**src/rtl/mem_arbiter_if.sv**
```systemverilog
// Bundle of requester (IF, D, LD) and downstream memory-port signals for mem_arbiter.
// The arbiter connects through modport master; requesters and memory connect through modport slave.
interface mem_arbiter_if;
    logic        if_req;
    logic [31:0] if_addr;
    logic [31:0] if_rdata;
    logic        if_done;

    logic        d_req;
    logic        d_we;
    logic [31:0] d_addr;
    logic [31:0] d_wdata;
    logic [3:0]  d_be;
    logic [31:0] d_rdata;
    logic        d_done;

    logic        ld_req;
    logic [31:0] ld_addr;
    logic [31:0] ld_wdata;
    logic        ld_done;

    logic        mem_req;
    logic        mem_we;
    logic [31:0] mem_addr;
    logic [31:0] mem_wdata;
    logic [3:0]  mem_be;
    logic        mem_ready;
    logic [31:0] mem_rdata;

    logic        rbusy;
    logic        err;
    logic [1:0]  gnt_id;

    modport master (
        input  if_req, if_addr,
        output if_rdata, if_done,
        input  d_req, d_we, d_addr, d_wdata, d_be,
        output d_rdata, d_done,
        input  ld_req, ld_addr, ld_wdata,
        output ld_done,
        output mem_req, mem_we, mem_addr, mem_wdata, mem_be,
        input  mem_ready, mem_rdata,
        output rbusy, err, gnt_id
    );

    modport slave (
        output if_req, if_addr,
        input  if_rdata, if_done,
        output d_req, d_we, d_addr, d_wdata, d_be,
        input  d_rdata, d_done,
        output ld_req, ld_addr, ld_wdata,
        input  ld_done,
        input  mem_req, mem_we, mem_addr, mem_wdata, mem_be,
        output mem_ready, mem_rdata,
        input  rbusy, err, gnt_id
    );
endinterface

```
**src/rtl/mem_arbiter.sv**
```systemverilog
// Shares the DMA memory port between CPU fetch (IF), CPU load/store (D) and the boot loader (LD).
// LD has fixed priority, IF/D alternate; every transfer is bounded by a BUSY-cycle timeout.
module mem_arbiter #(
    parameter int unsigned TIMEOUT  = 1023,
    parameter logic [31:0] NOP_WORD = 32'h0000_0013
) (
    input logic          clk,
    input logic          reset,
    mem_arbiter_if.master bus
);
    localparam int unsigned CW = (TIMEOUT > 0) ? $clog2(TIMEOUT + 1) : 1;
    localparam logic [CW-1:0] TO_LAST = CW'((TIMEOUT > 0) ? TIMEOUT - 1 : 0);

    typedef enum logic [1:0] {IDLE, BUSY, DONE} state_t;
    typedef enum logic [1:0] {OWN_NONE = 2'd0, OWN_IF = 2'd1, OWN_D = 2'd2, OWN_LD = 2'd3} owner_t;

    state_t        state, state_nx;
    owner_t        owner, grant_nx;
    logic          last_d;
    logic          err_flag;
    logic [CW-1:0] cnt;
    logic          timeout_hit;

    assign timeout_hit = (TIMEOUT != 0) && (cnt == TO_LAST);

    // last_d=1 means D was served last, so IF wins the next IF/D tie
    always_comb begin
        grant_nx = OWN_NONE;
        if (bus.ld_req)
            grant_nx = OWN_LD;
        else if (bus.if_req && bus.d_req)
            grant_nx = last_d ? OWN_IF : OWN_D;
        else if (bus.if_req)
            grant_nx = OWN_IF;
        else if (bus.d_req)
            grant_nx = OWN_D;
    end

    always_ff @(posedge clk or posedge reset) begin
        if (reset)
            state <= IDLE;
        else
            state <= state_nx;
    end

    always_comb begin
        state_nx     = state;
        bus.mem_req  = 1'b0;
        bus.if_done  = 1'b0;
        bus.d_done   = 1'b0;
        bus.ld_done  = 1'b0;
        bus.err      = 1'b0;
        case (state)
            IDLE: if (grant_nx != OWN_NONE) state_nx = BUSY;
            BUSY: begin
                bus.mem_req = 1'b1;
                if (bus.mem_ready || timeout_hit) state_nx = DONE;
            end
            DONE: begin
                state_nx    = IDLE;
                bus.if_done = (owner == OWN_IF);
                bus.d_done  = (owner == OWN_D);
                bus.ld_done = (owner == OWN_LD);
                bus.err     = err_flag;
            end
            default: state_nx = IDLE;
        endcase
    end

    assign bus.gnt_id = owner;
    assign bus.rbusy  = (state != IDLE) || bus.if_req || bus.d_req;

    always_ff @(posedge clk or posedge reset) begin
        if (reset) begin
            owner         <= OWN_NONE;
            last_d        <= 1'b1;
            err_flag      <= 1'b0;
            cnt           <= '0;
            bus.mem_we    <= 1'b0;
            bus.mem_addr  <= '0;
            bus.mem_wdata <= '0;
            bus.mem_be    <= '0;
            bus.if_rdata  <= '0;
            bus.d_rdata   <= '0;
        end else begin
            case (state)
                IDLE: if (grant_nx != OWN_NONE) begin
                    owner    <= grant_nx;
                    cnt      <= '0;
                    err_flag <= 1'b0;
                    case (grant_nx)
                        OWN_LD: begin
                            bus.mem_we    <= 1'b1;
                            bus.mem_addr  <= bus.ld_addr;
                            bus.mem_wdata <= bus.ld_wdata;
                            bus.mem_be    <= 4'b1111;
                        end
                        OWN_IF: begin
                            bus.mem_we    <= 1'b0;
                            bus.mem_addr  <= bus.if_addr;
                            bus.mem_wdata <= '0;
                            bus.mem_be    <= 4'b1111;
                        end
                        default: begin
                            bus.mem_we    <= bus.d_we;
                            bus.mem_addr  <= bus.d_addr;
                            bus.mem_wdata <= bus.d_wdata;
                            bus.mem_be    <= bus.d_be;
                        end
                    endcase
                end
                BUSY: begin
                    // ready takes precedence over a timeout landing on the same edge
                    if (bus.mem_ready) begin
                        if (!bus.mem_we && owner == OWN_IF) bus.if_rdata <= bus.mem_rdata;
                        if (!bus.mem_we && owner == OWN_D)  bus.d_rdata  <= bus.mem_rdata;
                    end else if (timeout_hit) begin
                        err_flag <= 1'b1;
                        if (owner == OWN_IF)                bus.if_rdata <= NOP_WORD;
                        if (owner == OWN_D && !bus.mem_we)  bus.d_rdata  <= '0;
                    end else if (cnt != '1) begin
                        cnt <= cnt + CW'(1);
                    end
                end
                DONE: begin
                    if (owner == OWN_IF) last_d <= 1'b0;
                    if (owner == OWN_D)  last_d <= 1'b1;
                    owner    <= OWN_NONE;
                    err_flag <= 1'b0;
                end
                default: ;
            endcase
        end
    end
endmodule
```
**src/flat_wrapper.sv**
```systemverilog
// flat-port wrapper written by rule: the top's interface ports become plain ports
module mem_arbiter_flat 
#(
    parameter int unsigned TIMEOUT  = 1023,
    parameter logic [31:0] NOP_WORD = 32'h0000_0013
)
  (clk, reset, bus_if_req, bus_if_addr, bus_if_rdata, bus_if_done, bus_d_req, bus_d_we, bus_d_addr, bus_d_wdata, bus_d_be, bus_d_rdata, bus_d_done, bus_ld_req, bus_ld_addr, bus_ld_wdata, bus_ld_done, bus_mem_req, bus_mem_we, bus_mem_addr, bus_mem_wdata, bus_mem_be, bus_mem_ready, bus_mem_rdata, bus_rbusy, bus_err, bus_gnt_id);
  mem_arbiter_if bus_i ();
  input logic clk;
  input logic reset;
  input wire logic [$bits(bus_i.if_req)-1:0] bus_if_req;
  input wire logic [$bits(bus_i.if_addr)-1:0] bus_if_addr;
  output wire logic [$bits(bus_i.if_rdata)-1:0] bus_if_rdata;
  output wire logic [$bits(bus_i.if_done)-1:0] bus_if_done;
  input wire logic [$bits(bus_i.d_req)-1:0] bus_d_req;
  input wire logic [$bits(bus_i.d_we)-1:0] bus_d_we;
  input wire logic [$bits(bus_i.d_addr)-1:0] bus_d_addr;
  input wire logic [$bits(bus_i.d_wdata)-1:0] bus_d_wdata;
  input wire logic [$bits(bus_i.d_be)-1:0] bus_d_be;
  output wire logic [$bits(bus_i.d_rdata)-1:0] bus_d_rdata;
  output wire logic [$bits(bus_i.d_done)-1:0] bus_d_done;
  input wire logic [$bits(bus_i.ld_req)-1:0] bus_ld_req;
  input wire logic [$bits(bus_i.ld_addr)-1:0] bus_ld_addr;
  input wire logic [$bits(bus_i.ld_wdata)-1:0] bus_ld_wdata;
  output wire logic [$bits(bus_i.ld_done)-1:0] bus_ld_done;
  output wire logic [$bits(bus_i.mem_req)-1:0] bus_mem_req;
  output wire logic [$bits(bus_i.mem_we)-1:0] bus_mem_we;
  output wire logic [$bits(bus_i.mem_addr)-1:0] bus_mem_addr;
  output wire logic [$bits(bus_i.mem_wdata)-1:0] bus_mem_wdata;
  output wire logic [$bits(bus_i.mem_be)-1:0] bus_mem_be;
  input wire logic [$bits(bus_i.mem_ready)-1:0] bus_mem_ready;
  input wire logic [$bits(bus_i.mem_rdata)-1:0] bus_mem_rdata;
  output wire logic [$bits(bus_i.rbusy)-1:0] bus_rbusy;
  output wire logic [$bits(bus_i.err)-1:0] bus_err;
  output wire logic [$bits(bus_i.gnt_id)-1:0] bus_gnt_id;
  assign bus_i.if_req = bus_if_req;
  assign bus_i.if_addr = bus_if_addr;
  assign bus_if_rdata = bus_i.if_rdata;
  assign bus_if_done = bus_i.if_done;
  assign bus_i.d_req = bus_d_req;
  assign bus_i.d_we = bus_d_we;
  assign bus_i.d_addr = bus_d_addr;
  assign bus_i.d_wdata = bus_d_wdata;
  assign bus_i.d_be = bus_d_be;
  assign bus_d_rdata = bus_i.d_rdata;
  assign bus_d_done = bus_i.d_done;
  assign bus_i.ld_req = bus_ld_req;
  assign bus_i.ld_addr = bus_ld_addr;
  assign bus_i.ld_wdata = bus_ld_wdata;
  assign bus_ld_done = bus_i.ld_done;
  assign bus_mem_req = bus_i.mem_req;
  assign bus_mem_we = bus_i.mem_we;
  assign bus_mem_addr = bus_i.mem_addr;
  assign bus_mem_wdata = bus_i.mem_wdata;
  assign bus_mem_be = bus_i.mem_be;
  assign bus_i.mem_ready = bus_mem_ready;
  assign bus_i.mem_rdata = bus_mem_rdata;
  assign bus_rbusy = bus_i.rbusy;
  assign bus_err = bus_i.err;
  assign bus_gnt_id = bus_i.gnt_id;
  mem_arbiter #(.TIMEOUT(TIMEOUT), .NOP_WORD(NOP_WORD)) u_core (.clk(clk), .reset(reset), .bus(bus_i));
endmodule
```
**config.mk**
```make
export PLATFORM = sky130hd
export DESIGN_NAME = mem_arbiter_flat
export DESIGN_NICKNAME = d
export VERILOG_FILES = /design/src/rtl/mem_arbiter_if.sv /design/src/rtl/mem_arbiter.sv /design/src/flat_wrapper.sv
export SDC_FILE = /design/constraint.sdc
export NUM_CORES = 1
export LEC_CHECK = 0
export ABC_AREA = 1
export BUFFER_PORTS_ARGS = -buffer_cell sky130_fd_sc_hd__buf_2
export CORE_MARGIN = 5
export CORE_UTILIZATION = 42
export DETAILED_ROUTE_END_ITERATION = 12
export PLACE_DENSITY = 0.78
export SYNTH_ARGS = -nofsm -noshare
export SYNTH_HDL_FRONTEND = slang
export SYNTH_SLANG_ARGS = --single-unit
export TNS_END_PERCENT = 30
```
**constraint.sdc**
```tcl
create_clock -name clk -period 7.5 [get_ports clk]
set_clock_uncertainty 0.05 [all_clocks]
set_input_delay 0.75 -clock clk [delete_from_list [all_inputs] [get_ports clk]]
set_output_delay 0.75 -clock clk [all_outputs]
set_load 0.1 [all_outputs]
```
== Yosys cells after proc, flatten, opt, wreduce, memory -nomap -nowiden ==
Index checks and enable logic that the tools add are counted.
Word-level totals
  register bits after elaboration: 149
  input bits: 203
  output and inout bits: 141
  word-level logic and storage cells: 91
Operators by class
  add/subtract/negate cells: 1
  equality and inequality tests: 16
  muxes and demuxes: 38
  reduce and logical (&&, ||, !) cells: 25
Operators by type and width (count)
  two-way mux 32 bit: 8
  one-hot mux 32 bit (2 select lines): 2
  two-way mux 10 bit: 4
  one-hot mux 10 bit (2 select lines): 1
  two-way mux 2 bit: 8
  nonzero test 2 bit: 7
  adder 10 x 1 -> 10 bit, second input constant: 1
  == test 10 bit, second input constant: 1
  two-way mux 1 bit: 10
  inequality test 10 bit, second input constant: 1
  inequality test 2 x 1 -> 1 bit, second input constant: 5
  == test 2 bit, second input constant: 4
  one-hot mux 2 bit (2 select lines): 2
  AND reduction 2 bit: 4
  AND reduction 4 bit: 2
  == test 2 x 1 -> 1 bit, second input constant: 3
  AND reduction 5 bit: 1
  two-way mux 4 bit: 1
  inequality test 2 bit, second input constant: 2
  logical AND 1 bit: 3
  logical OR 1 bit: 3
  one-hot mux 1 bit (3 select lines): 1
  AND reduction 3 bit: 1
  nonzero test 3 bit: 1
  4 further kinds: 4

== Logic depth before layout (Yosys ltp) ==
  depth after elaboration: 7
  gate-level depth with buffers: 10
  depth with buffers taken out: 9

== Worst setup path before layout ==
No wires, ideal clock.
  path type: flip-flop to output port
  from: register u_core.owner[1], in the netlist u_core.bus.gnt_id[1]
  to: output bus_d_done
  arrival time: 2.553 ns
  data required time: 6.700 ns
  setup slack: 4.147 ns
  cell stages (with the launch flop): 4
  path buffers: 0
  path through: dfrtp_1 -> ha_1 -> inv_1 -> nor2_1
On the way
  cells in the longest elaborated chain, start to end: 2
Ends and longest elaborated chain
  start, declared: line mem_arbiter.sv:18  | owner_t owner, grant_nx;
  start signal, assigned: line mem_arbiter.sv:88  | owner <= grant_nx;
  == test 2 bit: line mem_arbiter.sv:62  | bus.d_done = (owner == OWN_D);
  two-way mux 1 bit: line mem_arbiter.sv:53  | case (state)
  end, declared: line flat_wrapper.sv:21  | output wire logic [$bits(bus_i.d_done)-1:0] bus_d_done;
No other way between the ends.

== Worst setup path after layout ==
  from: input bus_ld_req
  to: register u_core.cnt[5]
On the way
  cells in the longest elaborated chain, start to end: 4
Ends and longest elaborated chain
  start, declared: line flat_wrapper.sv:22  | input wire logic [$bits(bus_i.ld_req)-1:0] bus_ld_req;
  two-way mux 2 bit: line mem_arbiter.sv:29  | if (bus.ld_req)
  nonzero test 2 bit: line mem_arbiter.sv:87  | IDLE: if (grant_nx != OWN_NONE) begin
  inequality test 2 x 1 -> 1 bit (no line)
  AND reduction 5 bit (no line)
  end signal, assigned: line mem_arbiter.sv:122  | cnt <= cnt + CW'(1);
  end, declared: line mem_arbiter.sv:21  | logic [CW-1:0] cnt;
No other way between the ends.
A chain may end at the register's enable or synchronous reset.

==> impl_metrics.py <==
metrics = {
    "clocking": {
        "hold_buffers": 0,
        "cts_htree_levels": 4,
        "clk_pin_slew_ns": 0.06,
        "cts_root_buf": "clkbuf_16",
        "cts.repair.resized": 0,
        "cts_setup_buffers": 0,
        "clock_latency_ns": 0.41,
        "tritoncts": "done",
        "cts_buffers": 17,
        "numClockSinks": 149,
        "clk_path_buf_depth": 2,
    },
    "detailed_routing": {
        "drc": 0,
        "antenna_left": 0,
        "firstDrtPassIters": 5,
        "routed_wl_um": 22600,
        "drt-wirelength-per-cell_um": 15.9,
        "first_iter_violations": 310,
        "via_per_inst": 4.90,
        "vias": 6972,
    },
    "worst_setup_path": {
        "critPathMaxStageDelay_ns": 0.53,
        "crit_type": "in2reg",
        "startpoint": "bus_ld_req",
        "rr_startpoint": "u_core.cnt[0]",
        "worst-path-max-fanout": 75,
        "crit_buf_inv": 4,
        "worstPathArrival_ns": 3.08,
        "cp.required_ns": 7.79,
        "end_kind": "flop",
        "cp_slowest_cell": "buf_4",
        "cp-start-kind": "input pin",
        "ff2ff_path_depth": 9,
        "cpLargestDelayFamily": "simple AND/OR/NAND/NOR gates",
        "cpMostUsedCell": "nand2_1",
        "worstSetupPathDepth": 11,
        "crit_chain": "buf_2, buf_4, inv_1, nand3_1, nand2_2, buf_4, nand2_1, nand2_1, nor2_1, nand3_1, nand2_1",
    },
    "timing": {
        "rsz0062_at_grt": "no",
        "finalHoldViolCount": 0,
        "layout_setup_ws_ns": 4.72,
        "fmax_mhz": 359,
        "fin_crit_sh_pct": 37.1,
        "period_needed_ns": 2.78,
        "fin_setup_tns_ns": 0,
        "tightestPinTransition_ns": 1.05,
        "slew_headroom_pct": 29.9,
        "slew_viol_final": 0,
        "setup_violations": 0,
    },
    "cells_and_area": {
        "post-route-util_pct": 55.8,
        "layout-drive-gt1-share_pct": 39.6,
        "finalNetCount": 1392,
        "area_growth_pct": 32.1,
        "final_cells": 1423,
    },
    "synth": {
        "syn_inst": 868,
        "synth_cell_type_count": 26,
        "yosysMostFrequentCell": "nand2_1",
        "seq_area_frac_synth_pct": 51.7,
        "ys_ff_latch": 149,
        "synthTopCellsByCount": "nand2_1, dfrtp_1, nand3_1, a21oi_1, nor2_1",
        "avgSynthCellArea_um2": 8.31,
        "yosysTopAreaCell": "dfrtp_1",
        "synthXorXnorAreaFrac_pct": 0.121,
        "synthMuxAreaShare_pct": 0,
        "synthFlopType": "dfrtp_1",
        "postSynth.asyncResetShare_pct": 100,
        "synth.area.top_cells": "dfrtp_1, nand2_1, o21ai_2",
        "synth_top_area_share_pct": 51.4,
        "syn_area_mm2": 0.00721,
        "synth_top_family_by_area": "simple AND/OR/NAND/NOR gates",
        "synth-compound-area-share_pct": 13.1,
        "ys_warn_count": 0,
        "synth_nets": 1076,
        "yosys.area_share.simple_pct": 28.5,
        "synthAdderAreaFrac_pct": 0.868,
        "synth_edf_count": 0,
    },
    "grt": {
        "grt_usage_pct": 21.9,
        "grt_max_degree": 82,
        "grt_first_pass_wirelength_um": 34700,
        "grt_pass1_vias": 6668,
        "grt_overflow": 0,
        "antenna_found_initial": 4,
    },
    "floorplanning": {
        "rows": 48,
        "core-area_mm2": 0.0171,
        "die_area_mm2": 0.0199,
        "die_w_um": 141,
        "die_h_um": 141,
        "io_pins": 344,
        "initial_core_util_pct": 42.3,
    },
    "job": {
        "drv_cap": 0,
    },
    "placed_design": {
        "port_buffers": 343,
        "post-place-ws_ns": 4.32,
        "gp_congestion": 0.892,
        "dp_hpwl_um": 16600,
        "placed_cells": 1390,
    },
    "min_path": {
        "worstHoldPathType": "in2async",
    },
    "run_status": {
        "status": "completed",
    },
}
-- metal layers --
metal | routed length, µm | GRT usage, %
met5 | 21 | 0
met1 | 8930 | 27.4
met4 | 1080 | 10.7
met2 | 10500 | 34.5
met3 | 2000 | 7.06
-- kinds of logic after synthesis --
logic type,count (synthesis)
DFF,149
and+or+nand+nor,481
xor gates and xnor gates,1
adders and majority gates,5
AOI/OAI and AO/OA,154
buffers and inverters,78
-- worst register-to-register path: stages (launching register included) --
cell and delay [ns]:
dfrtp_1 0.44, inv_1 0.12, ha_1 0.16, nand3_1 0.11, nor2_4 0.15, nand3_4 0.08, nand2_4 0.15, nand2_4 0.52
nand2_2 0.30, o21ai_2 0.07
-- layout make-up --
type / instances / area (µm²)
multi-input cells: 641 / 3070
well taps: 225 / 282
repair buffers: 350 / 1770
fillers: 1568 / 7530
clock inverters: 12 / 130
inverters: 25 / 98.8
flip-flops and latches: 149 / 3730
clock buffers: 19 / 433
diodes: 2 / 5.00
-- cells in the final DEF (no fill, tap or decap) --
master        n
buf_2       343
nand2_1     302
dfrtp_1     148
nand3_1      77
a21oi_1      67
nor2_1       54
o21ai_2      45
nand2_2      38
inv_1        21
o21ai_0      20
o21ai_1      20
clkbuf_16    17
buf_4         7
ha_1          5
clkinv_2      4
inv_2         3
nand2_4       3
inv_6         3
diode_2       2
nor2_4        2
nand4_1       2
clkbuf_1      2
clkinvlp_4    2
clkinv_4      2
bufinv_16     2
nand3_4       1
o21bai_1      1
xnor2_1       1
nor2_2        1
o22ai_1       1
nor3b_1       1
dfstp_2       1
-- state kept, by name (all words and copies together) (netlist names), 2 cells and up --
name,cells
u_core.cnt,10
u_core.bus.d_rdata,32
u_core.bus.mem_addr,32
u_core.bus.gnt_id,2
u_core.state,2
u_core.bus.mem_wdata,32
u_core.bus.mem_be,4
u_core.bus.if_rdata,32
-- path summary, 6_finish.rpt --
| path | end | slack (ns) |
|---|---|---|
| worst max-delay path | u_core.cnt[5] | 4.72 |
| worst min-delay path | u_core.bus.d_rdata[19] | 0.37 |
| worst max register to register | u_core.bus.if_rdata[9] | 5.20 |
| worst min register to register | u_core.bus.mem_addr[8] | 0.42 |
| max in group asynchronous | u_core.bus.mem_addr[12] | 5.51 |
| min in group clk | u_core.bus.mem_addr[8] | 0.42 |
-- through the flow --
stage                     hold slack (ns)  area [µm²]
after floorplan                     0.431        7210
after global placement              0.408        8950
after detailed placement            0.411        8950
after CTS                           0.399        9520
after global routing                0.420        9520
final                               0.367        9520
Power is left out: the tool's default activity adds up to more than one toggle a clock period on the data nets, which glitch-free logic cannot reach.
